<file path="src/rtl/ipif_master_pkg.sv">
// Shared types and helpers for the IPIF register-bus initiator.
// Holds the transaction state encoding, the response status codes
// and a constant-foldable clog2 used to size the wait-state counter.
package ipif_master_pkg;

   typedef enum logic [1:0] {
      ST_IDLE = 2'd0,
      ST_REQ  = 2'd1,
      ST_WAIT = 2'd2,
      ST_RESP = 2'd3
   } state_t;

   // Response status packed as {timeout, error}; a timeout always implies error
   localparam logic [1:0] RSP_OK      = 2'b00;
   localparam logic [1:0] RSP_ERROR   = 2'b01;
   localparam logic [1:0] RSP_TIMEOUT = 2'b11;

   // Number of bits needed to hold values 0 .. value-1
   function automatic int clog2(input int value);
      int result;
      result = 0;
      for (int i = 0; i < 31; i++) begin
         if ((1 << i) < value) result = i + 1;
      end
      return result;
   endfunction

endpackage

</file>
<file path="src/rtl/ipif_reg_master.sv">
// IPIF register-bus initiator: turns single-word read/write commands from
// local logic into one Bus2IP_* transaction, waits for the matching ack or
// IP2Bus_Error and hands back a response word. One transaction in flight.
// Optional wait-state abort is compiled in with IPIF_MASTER_TIMEOUT_EN.
module ipif_reg_master
   import ipif_master_pkg::*;
#(
   parameter int C_S_AXI_DATA_WIDTH = 32,
   parameter int C_S_AXI_ADDR_WIDTH = 32,
   parameter int TIMEOUT_CYCLES     = 64
) (
   input  logic                              Bus2IP_Clk,
   input  logic                              Bus2IP_Reset,
   input  logic                              cmd_valid,
   output logic                              cmd_ready,
   input  logic                              cmd_rnw,
   input  logic [C_S_AXI_ADDR_WIDTH-1:0]     cmd_addr,
   input  logic [C_S_AXI_DATA_WIDTH-1:0]     cmd_data,
   input  logic [C_S_AXI_DATA_WIDTH/8-1:0]   cmd_be,
   output logic                              rsp_valid,
   input  logic                              rsp_ready,
   output logic [C_S_AXI_DATA_WIDTH-1:0]     rsp_data,
   output logic                              rsp_error,
   output logic                              rsp_timeout,
   output logic [C_S_AXI_ADDR_WIDTH-1:0]     Bus2IP_Addr,
   output logic                              Bus2IP_CS,
   output logic                              Bus2IP_RNW,
   output logic [C_S_AXI_DATA_WIDTH-1:0]     Bus2IP_Data,
   output logic [C_S_AXI_DATA_WIDTH/8-1:0]   Bus2IP_BE,
   input  logic [C_S_AXI_DATA_WIDTH-1:0]     IP2Bus_Data,
   input  logic                              IP2Bus_RdAck,
   input  logic                              IP2Bus_WrAck,
   input  logic                              IP2Bus_Error
);

   if (((C_S_AXI_DATA_WIDTH % 8) != 0) || (TIMEOUT_CYCLES < 2)) begin : g_param_check
      $error("ipif_reg_master: data width must be a multiple of 8 and TIMEOUT_CYCLES >= 2");
   end

   state_t state, next_state;

   logic                            nxt_cmd_ready;
   logic                            nxt_rsp_valid;
   logic [C_S_AXI_DATA_WIDTH-1:0]   nxt_rsp_data;
   logic [1:0]                      rsp_status, nxt_rsp_status;
   logic [C_S_AXI_ADDR_WIDTH-1:0]   nxt_addr;
   logic                            nxt_cs;
   logic                            nxt_rnw;
   logic [C_S_AXI_DATA_WIDTH-1:0]   nxt_wdata;
   logic [C_S_AXI_DATA_WIDTH/8-1:0] nxt_be;

   logic wait_done;
   logic wait_expired;

   // Only the ack that matches the transaction direction ends it; an error always does
   assign wait_done = IP2Bus_Error || (Bus2IP_RNW ? IP2Bus_RdAck : IP2Bus_WrAck);

`ifdef IPIF_MASTER_TIMEOUT_EN
   localparam int CNT_W = clog2(TIMEOUT_CYCLES + 1);
   logic [CNT_W-1:0] wait_cnt, nxt_wait_cnt;
   // The count reaches TIMEOUT_CYCLES on the edge that leaves WAIT
   assign wait_expired = (state == ST_WAIT) && (wait_cnt == CNT_W'(TIMEOUT_CYCLES - 1));
`else
   assign wait_expired = 1'b0;
`endif

   assign rsp_error   = rsp_status[0];
   assign rsp_timeout = rsp_status[1];

   // State and every output / datapath register, cleared asynchronously so reset aborts at once
   always_ff @(posedge Bus2IP_Clk or posedge Bus2IP_Reset) begin
      if (Bus2IP_Reset) begin
         state       <= ST_IDLE;
         cmd_ready   <= 1'b0;
         rsp_valid   <= 1'b0;
         rsp_data    <= '0;
         rsp_status  <= RSP_OK;
         Bus2IP_Addr <= '0;
         Bus2IP_CS   <= 1'b0;
         Bus2IP_RNW  <= 1'b0;
         Bus2IP_Data <= '0;
         Bus2IP_BE   <= '0;
`ifdef IPIF_MASTER_TIMEOUT_EN
         wait_cnt    <= '0;
`endif
      end else begin
         state       <= next_state;
         cmd_ready   <= nxt_cmd_ready;
         rsp_valid   <= nxt_rsp_valid;
         rsp_data    <= nxt_rsp_data;
         rsp_status  <= nxt_rsp_status;
         Bus2IP_Addr <= nxt_addr;
         Bus2IP_CS   <= nxt_cs;
         Bus2IP_RNW  <= nxt_rnw;
         Bus2IP_Data <= nxt_wdata;
         Bus2IP_BE   <= nxt_be;
`ifdef IPIF_MASTER_TIMEOUT_EN
         wait_cnt    <= nxt_wait_cnt;
`endif
      end
   end

   // Transaction sequencing: REQ always lasts exactly one cycle so CS is a single pulse
   always_comb begin
      next_state = state;
      case (state)
         ST_IDLE: if (cmd_valid && cmd_ready) next_state = ST_REQ;
         ST_REQ:  next_state = ST_WAIT;
         ST_WAIT: if (wait_done || wait_expired) next_state = ST_RESP;
         ST_RESP: if (rsp_ready) next_state = ST_IDLE;
         default: next_state = ST_IDLE;
      endcase
   end

   // Next values of the registered outputs; anything not touched holds, so stray acks do nothing
   always_comb begin
      nxt_cmd_ready  = cmd_ready;
      nxt_rsp_valid  = rsp_valid;
      nxt_rsp_data   = rsp_data;
      nxt_rsp_status = rsp_status;
      nxt_addr       = Bus2IP_Addr;
      nxt_cs         = Bus2IP_CS;
      nxt_rnw        = Bus2IP_RNW;
      nxt_wdata      = Bus2IP_Data;
      nxt_be         = Bus2IP_BE;
`ifdef IPIF_MASTER_TIMEOUT_EN
      nxt_wait_cnt   = wait_cnt;
`endif
      case (state)
         ST_IDLE: begin
            nxt_cmd_ready = 1'b1;
            if (cmd_valid && cmd_ready) begin
               nxt_cmd_ready = 1'b0;
               nxt_addr      = cmd_addr;
               nxt_rnw       = cmd_rnw;
               nxt_wdata     = cmd_rnw ? '0 : cmd_data;
               nxt_be        = cmd_be;
               nxt_cs        = 1'b1;
            end
         end
         ST_REQ: begin
            nxt_cs = 1'b0;
`ifdef IPIF_MASTER_TIMEOUT_EN
            nxt_wait_cnt = '0;
`endif
         end
         ST_WAIT: begin
`ifdef IPIF_MASTER_TIMEOUT_EN
            if (wait_cnt != CNT_W'(TIMEOUT_CYCLES)) nxt_wait_cnt = wait_cnt + 1'b1;
`endif
            if (wait_done) begin
               nxt_rsp_valid  = 1'b1;
               nxt_rsp_data   = Bus2IP_RNW ? IP2Bus_Data : '0;
               nxt_rsp_status = IP2Bus_Error ? RSP_ERROR : RSP_OK;
            end else if (wait_expired) begin
               nxt_rsp_valid  = 1'b1;
               nxt_rsp_data   = '0;
               nxt_rsp_status = RSP_TIMEOUT;
            end
         end
         ST_RESP: begin
            if (rsp_ready) begin
               nxt_rsp_valid  = 1'b0;
               nxt_rsp_status = RSP_OK;
               nxt_cmd_ready  = 1'b1;
            end
         end
         default: begin
            nxt_cs = 1'b0;
         end
      endcase
   end

endmodule
</file>
<file path="config.mk">
export PLATFORM = sky130hd
export DESIGN_NAME = ipif_reg_master
export DESIGN_NICKNAME = d
export VERILOG_FILES = /design/src/rtl/ipif_master_pkg.sv /design/src/rtl/ipif_reg_master.sv
export SDC_FILE = /design/constraint.sdc
export NUM_CORES = 1
export LEC_CHECK = 0
export BUFFER_PORTS_ARGS = -buffer_cell sky130_fd_sc_hd__clkbuf_2
export CORE_MARGIN = 8
export CORE_UTILIZATION = 46
export CTS_CLUSTER_SIZE = 16
export DETAILED_ROUTE_END_ITERATION = 12
export MAX_ROUTING_LAYER = met4
export PLACE_DENSITY_LB_ADDON = 0.1
export SLEW_MARGIN = 20
export SYNTH_ARGS = -nofsm -noshare
export SYNTH_HDL_FRONTEND = slang
export SYNTH_SLANG_ARGS = --single-unit
</file>
<file path="constraint.sdc">
create_clock -name Bus2IP_Clk -period 4.11 [get_ports Bus2IP_Clk]
set_input_delay 0.822 -clock Bus2IP_Clk [delete_from_list [all_inputs] [get_ports Bus2IP_Clk]]
set_output_delay 0.822 -clock Bus2IP_Clk [all_outputs]
set_load 0.03 [all_outputs]
</file>
==> summary.md, run 1 <==
- **run status** complete, no violations
- **area share of the leading cell type in the synthesized netlist** 59.4%
- **Syn Area/Cell** 11.5 um^2
- **Synth area leader** sky130_fd_sc_hd__dfrtp_1
- **Cell variety after synth** 26
- **summed negative setup slack over all endpoints** 0 ns
- **CTS tree** built
- **Post-Route WL** 11400 um
- **WL met3** 797 um
- **Hold-fix buffers, CTS** 0
- **die span in y** 115 um
- **shortest period the worst path allows** 2.35 ns
- **Final Hold Viols** 0
- **fraction of final layout cells sized beyond drive strength 1** 45.6%
- **top cells by area in the synthesized netlist** sky130_fd_sc_hd__dfrtp_1 59%, sky130_fd_sc_hd__mux2_2 9.5%, sky130_fd_sc_hd__mux2i_1 7.1%
- **clock latency on the worst-skew pair** 0.37 ns
- **top-level port count** 214
- **Layout Skew** 0.00953 ns
- **kind of start point of the critical path** register
- **arrival time of data at the critical path endpoint** 2.60 ns
- **final std cells w/o fill** 734
- **data required time of the worst path** 4.36 ns
- **number of global-route vias before repair** 3534
- **deepest clock path buffer count** 2
- **Pins Over Slew Limit** 0
- **clock transition at the registers of the reported paths** 0.09 ns
- **areal power density over the cells** 809 nW/um^2
- **Post-synth top flop** sky130_fd_sc_hd__dfrtp_1
- **P_leak** 3.07 nW
- **maximum number of pins on one net before global-route repair** 86
- **number of rows in the core area** 36
- **number of instances in the synthesized netlist** 392
- **antenna-violating nets left** 0
- **initial antenna violation count** 0
- **proportion of register bits with asynchronous set or reset after synthesis** 100%
- **number of iterations in the first detailed-routing pass** 4
- **area of the mapped netlist** 4500 um^2
- **Wirelength per Cell** 15.5 um
- **gp weighted congestion** 0.800
- **kind of capture point of the worst setup path** register
- **global route total overflow** 0
- **share of synthesized area occupied by flip-flops and latches** 59.4%
- **number of diodes added for antenna fixing** 0
- **clock sink count** 107
- **class of the most critical setup path** reg -> reg
- **setup fix buffers added after clock tree synthesis** 0
- **via-per-instance ratio** 4.59
- **initial standard-cell utilization of the core** 46.7%
- **post-detail-place hpwl** 8600 um
- **number of nets produced by synthesis** 504
- **Die ar.** 13200 um^2
- **Peak supply drop** 0.480 mV
- **worst slew margin relative to its limit** 48.7%
- **number of port buffers** 212
- **net total in the final layout** 709
- **Synth warnings** 0
- **Synth-to-Final Area Change** 29.7%
- **Total Routing Usage GR** 18.0%
- **worst slew pin tran** 0.769 ns
- **area of the core region** 9640 um^2
- **Placed Cells** 719
- **sum of met2 wire segment lengths after detailed routing** 5500 um
- **die width** 115 um
- **highest metal layer with signal wires** met4
- **unrepaired setup endpoints after global routing** no
- **CP max FO** 68
- **maximum frequency from static timing analysis** 0.426 GHz
- **total of max-cap violations** 0
- **TritonCTS Buffers** 9
- **Seq cells post-synth** 107
- **CTS H-tree lvls** 3
- **library cell used as clock root buffer** sky130_fd_sc_hd__clkbuf_8
- **DR DRC count** 0
- **first-pass GRT wire length** 18100 um
- **number of setup violations in the final report** 0
- **Hold Path Class** reg -> reg
- **part of the cycle the worst path needs** 57.1%
- **number of DRC markers in iteration 0** 188
- **Metal-1 WL** 4960 um
- **post-cts sizing count** 0
- **routed via count** 3370
- **Post-synth EDFFs** 0
==> synthesized netlist by cell type, types with 2 or more instances <==
| cell | number |
|---|---|
| sky130_fd_sc_hd__nor2b_1 | 2 |
| sky130_fd_sc_hd__nand2_1 | 67 |
| sky130_fd_sc_hd__buf_4 | 2 |
| sky130_fd_sc_hd__nand3_1 | 2 |
| sky130_fd_sc_hd__buf_6 | 3 |
| sky130_fd_sc_hd__a31oi_1 | 2 |
| sky130_fd_sc_hd__o21ai_0 | 37 |
| sky130_fd_sc_hd__nand2b_1 | 32 |
| sky130_fd_sc_hd__inv_1 | 37 |
| sky130_fd_sc_hd__dfrtp_1 | 107 |
| sky130_fd_sc_hd__mux2i_1 | 32 |
| sky130_fd_sc_hd__ha_1 | 4 |
| sky130_fd_sc_hd__buf_2 | 5 |
| sky130_fd_sc_hd__clkbuf_1 | 8 |
| sky130_fd_sc_hd__buf_1 | 4 |
| sky130_fd_sc_hd__mux2_2 | 38 |
==> area by class of cell <==
type	instances	area, um^2
well taps	133	166
multi-input cells	226	1580
clock inverters	6	57.6
fillers	862	3800
flip-flops and latches	107	2680
inverters	37	144
repair buffers	216	1090
clock buffers	9	124
==> report_power, final <==
part	internal (mW)	switching [mW]	total (mW)	leakage, nW
combinational	0.769	1.59	2.36	1.62
sequential	1.50	0.249	1.75	1.35
clock	0.274	0.343	0.617	0.0946
==> kinds of logic after synthesis <==
family / share of synthesized area (%)
compound gates: 5.78
fa+ha+maj: 1.11
buf+inv: 5.72
flops: 59.4
mux: 17.1
other cells: 0.0833
simple gates: 10.7
==> layout by cell type, fill, tap and decap left out, drive strengths merged, types with 4 or more instances in the layout <==
cell	count
ha	4
o21ai	37
clkinv	4
inv	37
mux2i	33
nand2b	32
dfrtp	107
buf	4
mux2	38
clkbuf	221
nand2	67
==> stage by stage <==
step / cell area, um^2 / hold slack [ns] / util [%] / total power, mW / setup slack (ns)
global route: 5840 / 0.509 / 60.6 / 5.03 / 1.54
detailed placement: 5660 / 0.471 / 58.7 / 4.17 / 1.61
CTS: 5840 / 0.495 / 60.6 / 4.79 / 1.74
finish: 5840 / 0.488 / 60.6 / 4.73 / 1.76
floorplan: 4500 / 0.528 / - / 3.44 / 0.471
global placement: 5660 / 0.464 / 58.7 / 4.11 / 1.65
==> flip-flops by register name (all words and copies together) (netlist names) <==
name and count:
Bus2IP_Addr 32, rsp_status 1, Bus2IP_Data 32, rsp_data 32, cmd_ready 1, Bus2IP_BE 4
state 2, Bus2IP_RNW 1, Bus2IP_CS 1, rsp_valid 1
==> worst max-delay path: stages (launching register included) <==
cell and delay, ns:
sky130_fd_sc_hd__dfrtp_1 0.43, sky130_fd_sc_hd__inv_1 0.11, sky130_fd_sc_hd__ha_1 0.29, sky130_fd_sc_hd__nand3_4 0.55, sky130_fd_sc_hd__buf_4 0.51, sky130_fd_sc_hd__mux2_2 0.32
==> per-layer routing <==
| layer | vias up | track usage [%] |
|---|---|---|
| met5 | - | - |
| met4 | 0 | 6.83 |
| met3 | 11 | 4.10 |
| met2 | 117 | 28.7 |
| met1 | 1573 | 21.8 |
| li1 | 1669 | - |
==> final timing paths <==
check | startpoint | endpoint | slack [ns] | depth (start not counted)
max reg2reg | state[0] | Bus2IP_BE[0] | 1.76 | 5
min in group asynchronous | Bus2IP_Reset | rsp_data[28] | 0.60 | 2
min | Bus2IP_Data[17] | Bus2IP_Data[17] | 0.49 | 2
max | state[0] | Bus2IP_BE[0] | 1.76 | 5
min reg2reg | Bus2IP_Data[17] | Bus2IP_Data[17] | 0.49 | 2
max in group asynchronous | Bus2IP_Reset | rsp_data[3] | 2.69 | 3
Power figures use the tool's default switching activity.
==> run 2, diff against run 1 <==
==> constraint.sdc (replaced) <==
create_clock -name Bus2IP_Clk -period 2.45 [get_ports Bus2IP_Clk]
set_input_delay 0.49 -clock Bus2IP_Clk [delete_from_list [all_inputs] [get_ports Bus2IP_Clk]]
set_output_delay 0.49 -clock Bus2IP_Clk [all_outputs]
set_load 0.03 [all_outputs]
==> summary.md, run 2 (synthesis gave the netlist of run 1 again) <==
- **run status** complete, no violations, unchanged
- **clock latency on the worst-skew pair** 0.36 ns, was 0.37 ns
- **kind of capture point of the worst setup path** output port, was register
- **internal power** 4.53 mW, was 2.54 mW
- **total of max-cap violations** 0, unchanged
- **clock sink count** 107, unchanged
- **fraction of final layout cells sized beyond drive strength 1** 46.0%, was 45.6%
- **routed via count** 3457, was 3370
- **part of the cycle the worst path needs** 77.6%
- **deepest clock path buffer count** 2, unchanged
- **Worst Hold Slack** 0.292 ns, was 0.488 ns
- **arrival time of data at the critical path endpoint** 1.41 ns, was 2.60 ns
- **setup fix buffers added after clock tree synthesis** 0, unchanged
- **power dissipated by switching net loads** 3.67 mW, was 2.18 mW
- **worst-case reg-to-reg path depth** 6, was 5
- **post-detail-place hpwl** 8710 um, was 8600 um
- **CTS tree** built, unchanged
- **number of DRC markers in iteration 0** 156, was 188
- **minimum setup slack among reg-to-reg paths** 0.62 ns, was 1.76 ns
- **Peak supply drop** 0.680 mV, was 0.480 mV
- **initial antenna violation count** 0, unchanged
- **shortest period the worst path allows** 1.90 ns
- **Hold-fix buffers, CTS** 0, unchanged
- **antenna-violating nets left** 0, unchanged
- **kind of start point of the critical path** register, unchanged
- **final design utilization** 61.7%, was 60.6%
- **global route total overflow** 0, unchanged
- **Critical Path, Cell by Cell** buf_4 -> clkbuf_2, was inv_1 -> ha_1 -> nand3_4 -> buf_4 -> mux2_2
- **net total in the final layout** 712, was 709
- **CP peak stage delay** 0.41 ns, was 0.55 ns
- **unrepaired setup endpoints after global routing** no, unchanged
- **number of port buffers** 212, unchanged
- **part of the power in combinational logic** 48.4%, was 49.9%
- **worst slew margin relative to its limit** 47.0%, was 48.7%
- **sequential share of power** 35.7%, was 37.0%
- **first-pass GRT wire length** 18300 um, was 18100 um
- **Pins Over Slew Limit** 0, unchanged
- **Layout Skew** 0.0106 ns, was 0.00953 ns
- **Hold Path Class** in -> async, was reg -> reg
- **library cell used as clock root buffer** sky130_fd_sc_hd__clkbuf_8, unchanged
- **DR DRC count** 0, unchanged
- **most frequent standard cell in the layout excluding fill and tap cells** sky130_fd_sc_hd__clkbuf_2, unchanged
- **P_leak** 3.10 nW, was 3.07 nW
- **Total Routing Usage GR** 18.0%, about the same
- **worst slew pin tran** 0.794 ns, was 0.769 ns
- **final-layout fill cell count** 866, was 862
- **maximum frequency from static timing analysis** 0.526 GHz
- **Post-Route WL** 11300 um, was 11400 um
- **areal power density over the cells** 1380 nW/um^2, was 809 nW/um^2
- **worst-case setup margin in the final layout** 0.549 ns, was 1.76 ns
- **gp weighted congestion** 0.807, was 0.800
- **data required time of the worst path** 1.96 ns, was 4.36 ns
- **worst slack, placed** 0.635 ns, was 1.61 ns
- **PnR Total Power** 8.21 mW, was 4.73 mW
- **Critical path origin** Bus2IP_RNW, was state[0]
- **clock transition at the registers of the reported paths** 0.10 ns, was 0.09 ns
- **number of global-route vias before repair** 3708, was 3534
- **number of iterations in the first detailed-routing pass** 4, unchanged
- **die span in y** 115 um, unchanged
- **worst reg2reg startpoint** state[0], unchanged
- **Die ar.** 13200 um^2, unchanged
- **Final Hold Viols** 0, unchanged
- **Synth-to-Final Area Change** 32.0%, was 29.7%
- **CP max FO** 34, was 68
- **summed negative setup slack over all endpoints** 0 ns, unchanged
- **CTS H-tree lvls** 3, unchanged
- **maximum number of pins on one net before global-route repair** 65, was 86
- **post-cts sizing count** 0, unchanged
- **number of setup violations in the final report** 0, unchanged
- **CP max stage cell** sky130_fd_sc_hd__dfrtp_1, was sky130_fd_sc_hd__nand3_4
- **area of the core region** 9640 um^2, unchanged
- **Wirelength per Cell** 15.4 um, was 15.5 um
- **TritonCTS Buffers** 9, unchanged
- **part of the total power dissipated in the clock network** 15.9%, was 13.1%
- **biggest registers after layout** Bus2IP_Addr x32, Bus2IP_Data x32, rsp_data x32, unchanged
- **class of the most critical setup path** reg -> out, was reg -> reg
- **endpoint of the worst-slack reg-to-reg timing path** rsp_data[4], was Bus2IP_BE[0]
- **die width** 115 um, unchanged
- **number of diodes added for antenna fixing** 0, unchanged
- **commonest non-fill, non-tap cells in the layout** 212 x sky130_fd_sc_hd__clkbuf_2, 107 x sky130_fd_sc_hd__dfrtp_1, 67 x sky130_fd_sc_hd__nand2_1, unchanged
- **number of rows in the core area** 36, unchanged
- **net switching fraction of the power** 44.8%, was 46.2%
- **via-per-instance ratio** 4.68, was 4.59
- **initial standard-cell utilization of the core** 46.7%, unchanged
- **top-level port count** 214, unchanged
[run 2: changes by cell type in the layout (fill, tap and decap cells not counted), sizes merged]
cell / change
inv: -1
clkinv: -4
clkinvlp: +3
clkbuf: +1
buf: +3
bufinv: +2
[run 2: worst max-delay path: cells and delay by family (launching register included)]
kind	cells	cell delay, ns
flip-flops	1	0.41
buffers and inverters	2	0.63
[run 2: worst max-delay path by stage]
stage | endpoint | slack [ns]
after global routing | Bus2IP_RNW | 0.45
after detailed placement | Bus2IP_Addr[29] | 0.64
after global placement | Bus2IP_Addr[7] | 0.72
after CTS | Bus2IP_RNW | 0.52
after floorplan | Bus2IP_Addr[0] | 0.67
final | Bus2IP_RNW | 0.55
[run 2: power by group through the flow]
stage	registers, mW	clock network, mW	logic [mW]
6_report	2.93	1.30	3.98
3_3_place_gp	2.96	0	3.95
5_1_grt	3.03	1.41	4.29
4_1_cts	2.94	1.34	4.05
2_1_floorplan	4.37	0	1.40
3_5_place_dp	2.98	0	4.04
[run 2: area by class of cell]
type / count / area [um^2] / area share (%)
Clock inverter: 6 / 113 / 1.89
Inverter: 37 / 143 / 2.40
Tap cell: 133 / 166 / 2.80
Multi-Input combinational cell: 226 / 1580 / 26.6
Clock buffer: 10 / 138 / 2.32
Timing Repair Buffer: 219 / 1130 / 18.9
Sequential cell: 107 / 2680 / 45.0
[run 2: per-stage QoR]
stage | cell area [um^2] | std cells
2_1_floorplan | 4510 | 392
3_3_place_gp | 5690 | 722
3_5_place_dp | 5690 | 722
4_1_cts | 5940 | 738
5_1_grt | 5940 | 738
6_report | 5940 | 738
[run 2: layer usage]
metal | track usage, % | share of wire [%] | vias to the layer above
li1 | - | - | 1679
met4 | 7.18 | 2.0 | 0
met3 | 3.62 | 6.4 | 20
met5 | - | 0 | -
met1 | 21.5 | 43 | 1632
met2 | 29.4 | 49 | 126
